### src/rtl/logarithm.sv
// Sequential natural-log unit: a = prod(1 + 2^-k) by greedy shift-and-add,
// ln(a) accumulated from a 16-entry ROM of ln(1 + 2^-k) in U1.16.
module logarithm #(
    parameter int ITER = 16
) (
    input  logic        clk,
    input  logic        rst,
    input  logic        start,
    input  logic [1:0]  intpart,
    input  logic [15:0] fracpart,
    output logic        done,
    output logic        busy,
    output logic        err,
    output logic [16:0] y
);

    localparam int KW = $clog2(ITER + 1);
    localparam logic [KW-1:0] K_LAST = KW'(ITER);
    localparam logic [17:0]   ONE    = 18'h10000;

    typedef enum logic [1:0] {IDLE, CALC, DONE} state_t;

    state_t        state, state_nxt;
    logic [17:0]   a, a_nxt;
    logic [17:0]   p, p_nxt;
    logic [16:0]   y_nxt;
    logic [KW-1:0] k, k_nxt;
    logic          err_nxt;
    logic [18:0]   t;
    logic          accept;
    logic [15:0]   lut_val;

    // round(ln(1 + 2^-k) * 65536)
    function automatic logic [15:0] lut_rom(input int idx);
        case (idx)
            1:       lut_rom = 16'd26573;
            2:       lut_rom = 16'd14624;
            3:       lut_rom = 16'd7719;
            4:       lut_rom = 16'd3973;
            5:       lut_rom = 16'd2017;
            6:       lut_rom = 16'd1016;
            7:       lut_rom = 16'd510;
            8:       lut_rom = 16'd256;
            9:       lut_rom = 16'd128;
            10:      lut_rom = 16'd64;
            11:      lut_rom = 16'd32;
            12:      lut_rom = 16'd16;
            13:      lut_rom = 16'd8;
            14:      lut_rom = 16'd4;
            15:      lut_rom = 16'd2;
            16:      lut_rom = 16'd1;
            default: lut_rom = 16'd0;
        endcase
    endfunction

    // t is one bit wider than p; p never exceeds a, so t[17:0] is lossless on accept
    assign t       = {1'b0, p} + ({1'b0, p} >> k);
    assign accept  = (t <= {1'b0, a});
    assign lut_val = lut_rom(int'(k));

    assign done = (state == DONE);
    assign busy = (state != IDLE);

    // NOTE: every output of this block gets a default first so no latch is inferred.
    always_comb begin
        state_nxt = state;
        a_nxt     = a;
        p_nxt     = p;
        y_nxt     = y;
        k_nxt     = k;
        err_nxt   = err;
        case (state)
            IDLE: begin
                if (start) begin
                    a_nxt = {intpart, fracpart};
                    p_nxt = ONE;
                    y_nxt = '0;
                    k_nxt = KW'(1);
                    if (intpart == 2'd0) begin
                        err_nxt   = 1'b1;
                        state_nxt = DONE;
                    end else begin
                        err_nxt   = 1'b0;
                        state_nxt = CALC;
                    end
                end
            end
            CALC: begin
                if (accept) begin
                    p_nxt = t[17:0];
                    y_nxt = y + {1'b0, lut_val};
                end else if (k == K_LAST) begin
                    state_nxt = DONE;
                end else begin
                    k_nxt = k + KW'(1);
                end
            end
            DONE:    state_nxt = IDLE;
            default: state_nxt = IDLE;
        endcase
    end

    // NOTE: sequential state uses non-blocking assignments so all registers update together.
    always_ff @(posedge clk or negedge rst) begin
        if (!rst) begin
            state <= IDLE;
            a     <= '0;
            p     <= ONE;
            y     <= '0;
            k     <= KW'(1);
            err   <= 1'b0;
        end else begin
            state <= state_nxt;
            a     <= a_nxt;
            p     <= p_nxt;
            y     <= y_nxt;
            k     <= k_nxt;
            err   <= err_nxt;
        end
    end

endmodule
### config.mk
export PLATFORM = sky130hd
export DESIGN_NAME = logarithm
export DESIGN_NICKNAME = d
export VERILOG_FILES = /design/src/rtl/logarithm.sv
export SDC_FILE = /design/constraint.sdc
export NUM_CORES = 1
export LEC_CHECK = 0
export ABC_AREA = 1
export CORE_ASPECT_RATIO = 1.2
export CORE_MARGIN = 2
export CORE_UTILIZATION = 50
export DETAILED_ROUTE_END_ITERATION = 16
export MAX_ROUTING_LAYER = met4
export PLACE_DENSITY = 0.67
export SYNTH_ARGS = -nofsm -noshare
export SYNTH_HDL_FRONTEND = slang
export SYNTH_SLANG_ARGS = --single-unit
### constraint.sdc
create_clock -name clk -period 5.7 [get_ports clk]
set_clock_uncertainty 0.15 [all_clocks]
set_input_delay 1.425 -clock clk [delete_from_list [all_inputs] [get_ports clk]]
set_output_delay 1.425 -clock clk [all_outputs]
set_load 0.05 [all_outputs]
### Word level (Yosys, flattened, before mapping)

Memory sizes are Yosys's and may differ from the RTL's.
Cells that the tools add are included.

* bits in registers: 61
* memories: 1
* bits in read-only memories: 480
* output and inout bits: 20
* word-level logic and storage cells: 44
* bits of input ports: 21

Memories
* (name not given): depth 32, width 15, rd ports 1, clocked after memory_dff 0, write ports 0, RTL line 35 `case (idx)`

* equality and inequality tests: 8
* reduce and logical (&&, ||, !) cells: 8
* mux-type cells: 16
* add/sub/neg operators: 3
* shift-type cells: 1
* order comparisons: 1

Operators with widths (count)
* $mux 18: 2
* $pmux 18 s2: 1
* $mux 17: 2
* $pmux 17 s2: 1
* $add 18x19->19: 1
* $le 19x18->1: 1
* $shr 18x5->19: 1
* $add 17x16->17: 1
* $mux 5: 3
* $ne 2x2->1 const B: 5
* $pmux 5 s2: 1
* $mux 2: 4
* $reduce_and 3->1: 2
* $add 5x1->5 const B: 1
* $eq 5x5->1 const B: 1
* $logic_not 2->1: 2
* $pmux 2 s2: 1
* $reduce_and 4->1: 1
* $reduce_bool 2->1: 2
* $eq 2x1->1 const B: 1
* $eq 2x2->1 const B: 1
* $reduce_and 2->1: 1
* $mux 1: 1

### Logic depth before layout (Yosys ltp)

* depth after elaboration: 5
* depth in mapped cells: 37
* depth with buffers taken out: 34

### Worst setup path before layout

OpenSTA, ideal clock, no wires.

* path kind: reg-to-reg
* start: reg k[0]
* end: reg p[2]
* path slack: 1.250 ns
* cell stages (with the launch flop): 38
* required time: 5.434 ns
* buffers on the path: 3
* setup time: 0.116 ns
* arrival: 4.184 ns
* clock period less this slack: 4.450 ns
* path through: dfstp_2 -> buf_2 -> inv_1 -> buf_4 -> nand2_1 -> o21ai_0 -> nand2_1 -> o21ai_0 -> inv_1 -> o21ai_0 -> o211ai_1 -> ha_1 -> inv_1 -> fa_1 -> inv_1 -> nand3_1 -> nor2_1 -> nor2_1 -> (+2 left out) -> inv_1 -> ha_1 -> nand2_1 -> inv_1 -> nand2_1 -> nor2_1 -> nand2_1 -> nand3_1 -> nand2_1 -> nand2_1 -> nand2_1 -> nand2_1 -> nand2_2 -> nand2_8 -> nand2_8 -> buf_12 -> nand2_2 -> nand2_2

* longest elaborated chain between the ends: 5
* elaborated cells on any way between the ends: 7
* classes of those cells: add/sub: 1; order compare: 1; eq/ne: 1; shift: 1; mux: 2; reduce/logical: 1

Ends and longest elaborated chain
* start: declaration: RTL line 27 `logic [KW-1:0] k, k_nxt;`
* start signal: assignment: RTL line 117 `k <= k_nxt;`
* $shr 18x5->19 (*): RTL line 57 `assign t = {1'b0, p} + ({1'b0, p} >> k);`
* $add 18x19->19 (*): RTL line 57
* $le 19x18->1: RTL line 58 `assign accept = (t <= {1'b0, a});`
* $ne 2x2->1 (no source line)
* $reduce_and 3->1 (no source line)
* end signal: assignment: RTL line 115 `p <= p_nxt;`
* end: declaration: RTL line 25 `logic [17:0] p, p_nxt;`

Mark *: on every way between the ends. The rest lies on a longest branch, timed or not. The select of a mux whose other input is x is not followed.
A chain may end at the register's enable or synchronous reset.

### Worst setup path in the final report

* start: reg k[0]
* end: reg y[0]

* longest elaborated chain between the ends: 5
* elaborated cells on any way between the ends: 9
* classes of those cells: add/sub: 2; order compare: 1; eq/ne: 1; shift: 1; mux: 2; reduce/logical: 1; memory: 1

Ends and longest elaborated chain
* $shr 18x5->19: RTL line 57
* $add 18x19->19: RTL line 57
* $le 19x18->1: RTL line 58
* $ne 2x2->1 (no source line)
* $reduce_and 3->1 (no source line)
* end signal: assignment: RTL line 116 `y <= y_nxt;`
* end: declaration: RTL line 14 `output logic [16:0] y`

Several ways; a longest one is shown, not always the timed one. The select of a mux whose other input is x is not followed.

==> summary.txt <==
Status - complete, no violations
Initial Util - 51.2%
Fin crit period - 5.27 ns
Initial antenna violation count - 0
Mapped Cells - 897
Yosys warning total - 0
Largest net degree at the start of global routing - 62
TritonCTS sink count - 61
1st-pass router iterations - 7
Vert. Die Dim - 123 um
Vias per cell - 5.72
Slew Limit Fails - 0
Cell repeated most along the worst path - nand2_1
DRT Wirelength - 17600 um
WP buf/inv - 5
Most common cell after layout, fill and taps aside - nand2_1
Final Hold Slack - 0.352 ns
Yosys cell types - 44
Gr usage total - 29.2%
First-pass GRT wire length - 28400 um
Worst path max stage delay - 0.63 ns
Clock Tree Root - clkbuf_16
Netlist Area Pre-Place - 5900 um^2
Synth-to-layout area growth - 14.4%
Total die area - 12700 um^2
Clk buf depth - 2
Area share of the largest cell type after synthesis - 25.0%
Post-route DRC - 0
Kind of critical path - flip-flop to flip-flop
Final setup viols - 0
Crit path max-delay cell type - dfstp_2
# diodes - 0
Fmax - 190 MHz
Layout cells sized above 1 - 7.46%
Vias in the first global route - 6013
CTS Buf Count - 9
Commonest non-fill, non-tap cells in the layout - nand2_1, inv_1, nor2_1, a21oi_1, nand3_1
WL/cell - 16.0 um
Worst EP arrival - 5.35 ns
Nets - 1014
Via count - 6261
Core Area - 11500 um^2
Endpoint type of the worst setup path - flip-flop
CP Launch Type - flip-flop
H-tree levels - 3
Clk Latency, worst-skew pair - 0.34 ns
Crit path max fanout - 28
GP Congestion - 0.996
Clock transition at path regs - 0.05 ns
Period utilization - 92.4%
Cell row count - 43
Critical path's top delay family - simple AND/OR/NAND/NOR gates
Seq cells post-synth - 61
Slew @ Worst Pin - 0.791 ns
Final hold viol count - 0
Synth area leader - dfrtp_1
Detail Route Antenna Nets - 0
DR iter-0 viols - 432
CTS tree - yes
Area contributors post-synth - dfrtp_1, nand2_1, ha_1
Class of the worst hold path - flip-flop to flip-flop
Register area share after synthesis - 25.9%
Mean Syn Cell Area - 6.57 um^2
Total grt overflow - 0
I/O pin count - 41
Syn_nets - 978
Max cap viols - 0
Fin util - 58.6%
Hpwl dp - 12700 um
Slew HR - 47.3%
Die W - 103 um
PortBufs - 40
Crit path required time - 5.78 ns
timing repair:
| action | 4_1_cts | 5_1_grt |
|---|---|---|
| setup endpoints to repair | 0 | 40 |
| resized for setup | 0 | 3 |
| hold buffers | 0 | 0 |
| buffers inserted | 0 | 5 |
metrics by stage:
stage | setup WS [ns] | cells | TNS (ns) | cell area, um^2
6_report | 0.432 | 1095 | 0 | 6750
5_1_grt | -0.0280 | 1095 | -0.140 | 6750
4_1_cts | 0.326 | 1088 | 0 | 6680
3_5_place_dp | 0.360 | 1072 | 0 | 6380
3_3_place_gp | 0.466 | 1072 | 0 | 6380
2_1_floorplan | 1.25 | 897 | 0 | 5900
tightest hold or removal path, stage by stage, from the launching register on:
cell     delay (ns)
dfrtp_1        0.35
nand2_1        0.05
o21ai_0        0.06
logic make-up after synthesis:
kind of cell,Yosys count,share of synthesized area (%)
AO/OA/AOI/OAI,153,14.3
XOR/XNOR,16,2.38
adder cells (fa/ha/maj),60,13.0
buffers and inverters,138,9.72
flip-flops,61,25.9
multiplexers,5,0.870
AND/OR/NAND/NOR,464,33.8
layout make-up:
class	count	area [um^2]
Clock buffer	12	256
Clock inverter	4	47.5
Fill cell	1126	4760
Inverter	109	413
Multi-Input combinational cell	700	3820
Sequential cell	61	1530
Tap cell	157	196
Timing Repair Buffer	52	483
Yosys cell counts:
| library cell | count |
|---|---|
| a221oi_1 | 1 |
| nor4_1 | 2 |
| a21o_1 | 5 |
| nand2_2 | 24 |
| nand4_1 | 9 |
| o21bai_1 | 3 |
| a211o_1 | 1 |
| o211ai_1 | 5 |
| nor3_1 | 11 |
| a21oi_1 | 69 |
| o221ai_1 | 1 |
| nor2_1 | 100 |
| dfstp_2 | 2 |
| xor2_1 | 13 |
| o22ai_1 | 5 |
| nor2_4 | 1 |
| or2_2 | 4 |
| a32o_1 | 1 |
| buf_4 | 5 |
| nand2_1 | 239 |
| dfrtp_1 | 59 |
| o32ai_1 | 2 |
| buf_12 | 2 |
| nand3_2 | 1 |
| nand3_1 | 68 |
| ha_1 | 58 |
| inv_2 | 1 |
| xnor2_1 | 3 |
| clkbuf_1 | 17 |
| o21ai_0 | 55 |
| nand3b_1 | 3 |
| a21oi_2 | 1 |
| mux2i_1 | 4 |
| a211oi_1 | 1 |
| mux2_2 | 1 |
| a21boi_0 | 1 |
| clkinv_1 | 1 |
| inv_1 | 107 |
| nand2_8 | 2 |
| buf_2 | 3 |
| o21a_1 | 1 |
| fa_1 | 2 |
| buf_1 | 2 |
| o31ai_1 | 1 |
routing by layer:
metal  vias to the layer above  part of all wire (%)  track usage, %
met4                         0                   4.6            15.1
met2                       275                    49            48.0
met3                        68                   5.5            3.45
li1                       2999                     -               -
met5                         -                     0               -
met1                      2919                    41            35.0
state kept, by name (all words and copies together) (netlist names):
| name | count |
|---|---|
| a | 18 |
| p | 18 |
| y | 17 |
| k | 5 |
| state | 2 |
| err | 1 |
final timing paths:
check,start,end,slack [ns],depth (start not counted)
worst min register to register,err,err,0.35,2
worst max register to register,k[0],y[0],0.43,31
min in group asynchronous,rst,a[3],1.10,2
worst min-delay path,err,err,0.35,2
max in group asynchronous,rst,p[10],3.78,2
worst max-delay path,k[0],y[0],0.43,31
Power is not shown: default switching activity piles up to over one toggle a cycle in this logic, so the estimate is an artifact.
==> RTL edit, RTL diff (same flow settings) <==
Change the parameter `ITER` from 16 to 8.
--- a/src/rtl/logarithm.sv
+++ b/src/rtl/logarithm.sv
@@ -3,3 +3,3 @@
 module logarithm #(
-    parameter int ITER = 16
+    parameter int ITER = 8
 ) (
Check against the original RTL: not equivalent (Yosys sat finds a counterexample within 10 cycles, from zero or initial values and one cycle with rst low).
==> RTL edit against the original RTL <==
- worst setup slack improved by 34 ps
- final area fell by 4.6%
- sequential cell count fell by 1
- first-iteration DRC count fell by 20%
- highest routed layer unchanged
- synthesized area fell by 6.1%
- wire length fell by 4.7%
- via count fell by 11%
Power is not shown: default switching activity piles up to over one toggle a cycle in this logic, so the estimate is an artifact.
==> RTL edit: results (changes against the original RTL) <==
- Synth Area in Compound Gates: 0.140 (-0.00265)
- Via density per instance: 5.48 (-4.1%)
- First-pass GRT wire length: 27.3 mm (-4.0%)
- Reg2reg setup slack: 470 ps (+30 ps)
- DR pass1 iterations: 4 (-3)
- Hold Crit Class: flip-flop to flip-flop
- Post-synth ARST share: 1.00 (unchanged)
- Layout Nets: 965 (-4.8%)
- Met2 wire len: 8.89 mm (+4.3%)
- DRT iter0 DRCs: 345 (-20%)
- Grt met1 use: 0.334 (-0.0160)
- Post-DP HPWL: 13.0 mm (+2.4%)
- Grt total ovfl: 0 (unchanged)
- Outcome: completed
- Post-Route M1 WL: 6.69 mm (-7.8%)
- Mapped Cells: 840 (-6.4%)
- Final WL: 16.7 mm (-4.7%)
- Top Layer Used: met4
- Cell Area, Placed: 0.00609 sq mm (-4.5%)
- Worst rel slew slack: 0.294 (-0.179)
- Met3 WL: 669 microns (-31%)
- RR Endpoint: p[1]
- Maximum buffer depth of the clock tree: 2 (unchanged)
- Critical path peak fanout: 18 (-36%)
- Reg2Reg Depth: 30 (-3.2%)
- Adder-Cell Fraction of Synth Area: 0.138 (+0.00848)
- Largest net degree at the start of global routing: 61 (-1.6%)
- Total of fill cells in the finished design: 1,078 (-4.3%)
- Sequential-to-total area share from yosys stat: 0.272 (+0.0124)
- Initial core utilization: 0.506 (-0.00576)
- GRT met3 Usage: 0.0464 (+0.0119)
- Root buffer cell: clkbuf_16
- Top cells by count, synth: 244 x nand2_1, 106 x inv_1, 83 x nor2_1
- Met2 global-route usage: 0.543 (+0.0630)
- All-Layer GR Usage: 0.302 (+0.0101)
- XOR/XNOR Fraction of Synth Area: 0.0396 (+0.0158)
- Area contributors post-synth: dfrtp_1 26%, nand2_1 17%, ha_1 13%
- Finished Layout Cells: 1,021 (-6.8%)
- Vias in the first global route: 5,642 (-6.2%)
- Worst path arrival time: 5360 ps (about the same)
- Yosys cell types: 41 (-6.8%)
- Global placement routability congestion: 0.967 (-2.9%)
- Mux share of post-synthesis cell area: 0.00384 (-0.00486)
- CP peak stage delay: about 640 ps
- Post-synth net total: 921 (-5.8%)
- Share of layout cells above drive strength 1: 0.0630 (-0.0116)
[RTL edit: cell types whose count changed after synthesis, moves of 6 or more]
| cell | before | now |
|---|---|---|
| nand2_2 | 24 | 1 |
| nor2_1 | 100 | 83 |
| a21oi_1 | 69 | 63 |
| xnor2_1 | 3 | 9 |
[RTL edit: worst min-delay path by stage]
stage                      from    end  slack, ps  depth (start not counted)
final                       err    err        340                          2
after CTS                   err    err        350                          2
after floorplan           p[16]  p[16]        330                          2
after global placement      err    err        320                          2
after detailed placement    err    err        330                          2
after global routing        err    err        380                          2
[RTL edit: what timing repair did]
item,CTS,global route
buffers inserted,0,3
endpoints found under the setup margin,0,41
gates resized for setup,0,7
[RTL edit: cell type report]
class	instances	area, sq um	area share
clock inverters	4	47.5	0.00739
flip-flops and latches	60	1500	0.234
well taps	132	165	0.0257
multi-input cells	643	3500	0.543
inverters	109	413	0.0642
repair buffers	61	553	0.0859
clock buffers	12	256	0.0399
[RTL edit: logic make-up (layout without fill, tap and decap cells)]
family                     count (synthesis)  in the layout
AOI/OAI and AO/OA                        142            142
xor gates and xnor gates                  25             25
adders and majority gates                 60             60
buffers and inverters                    137            186
DFF                                       60             60
muxes                                      2              2
and+or+nand+nor                          414            414
[RTL edit: per-stage QoR]
stage,worst slack [ps],TNS [ps],hold WS (ps),util
4_1_cts,300,0,348,0.585
6_report,467,0,339,0.589
3_5_place_dp,312,0,335,0.558
2_1_floorplan,1010,0,331,-
3_3_place_gp,414,0,317,0.558
5_1_grt,-2.44,-2.44,379,0.589
[RTL edit: worst max-delay path, delay by kind of cell (launching register included)]
kind | cells | cell delay [ps]
XOR/XNOR | 1 | 240
buffers and inverters | 5 | 820
AND/OR/NAND/NOR | 16 | 1550
adder cells (fa/ha/maj) | 2 | 600
AO/OA/AOI/OAI | 6 | 1140
flip-flops | 1 | 640
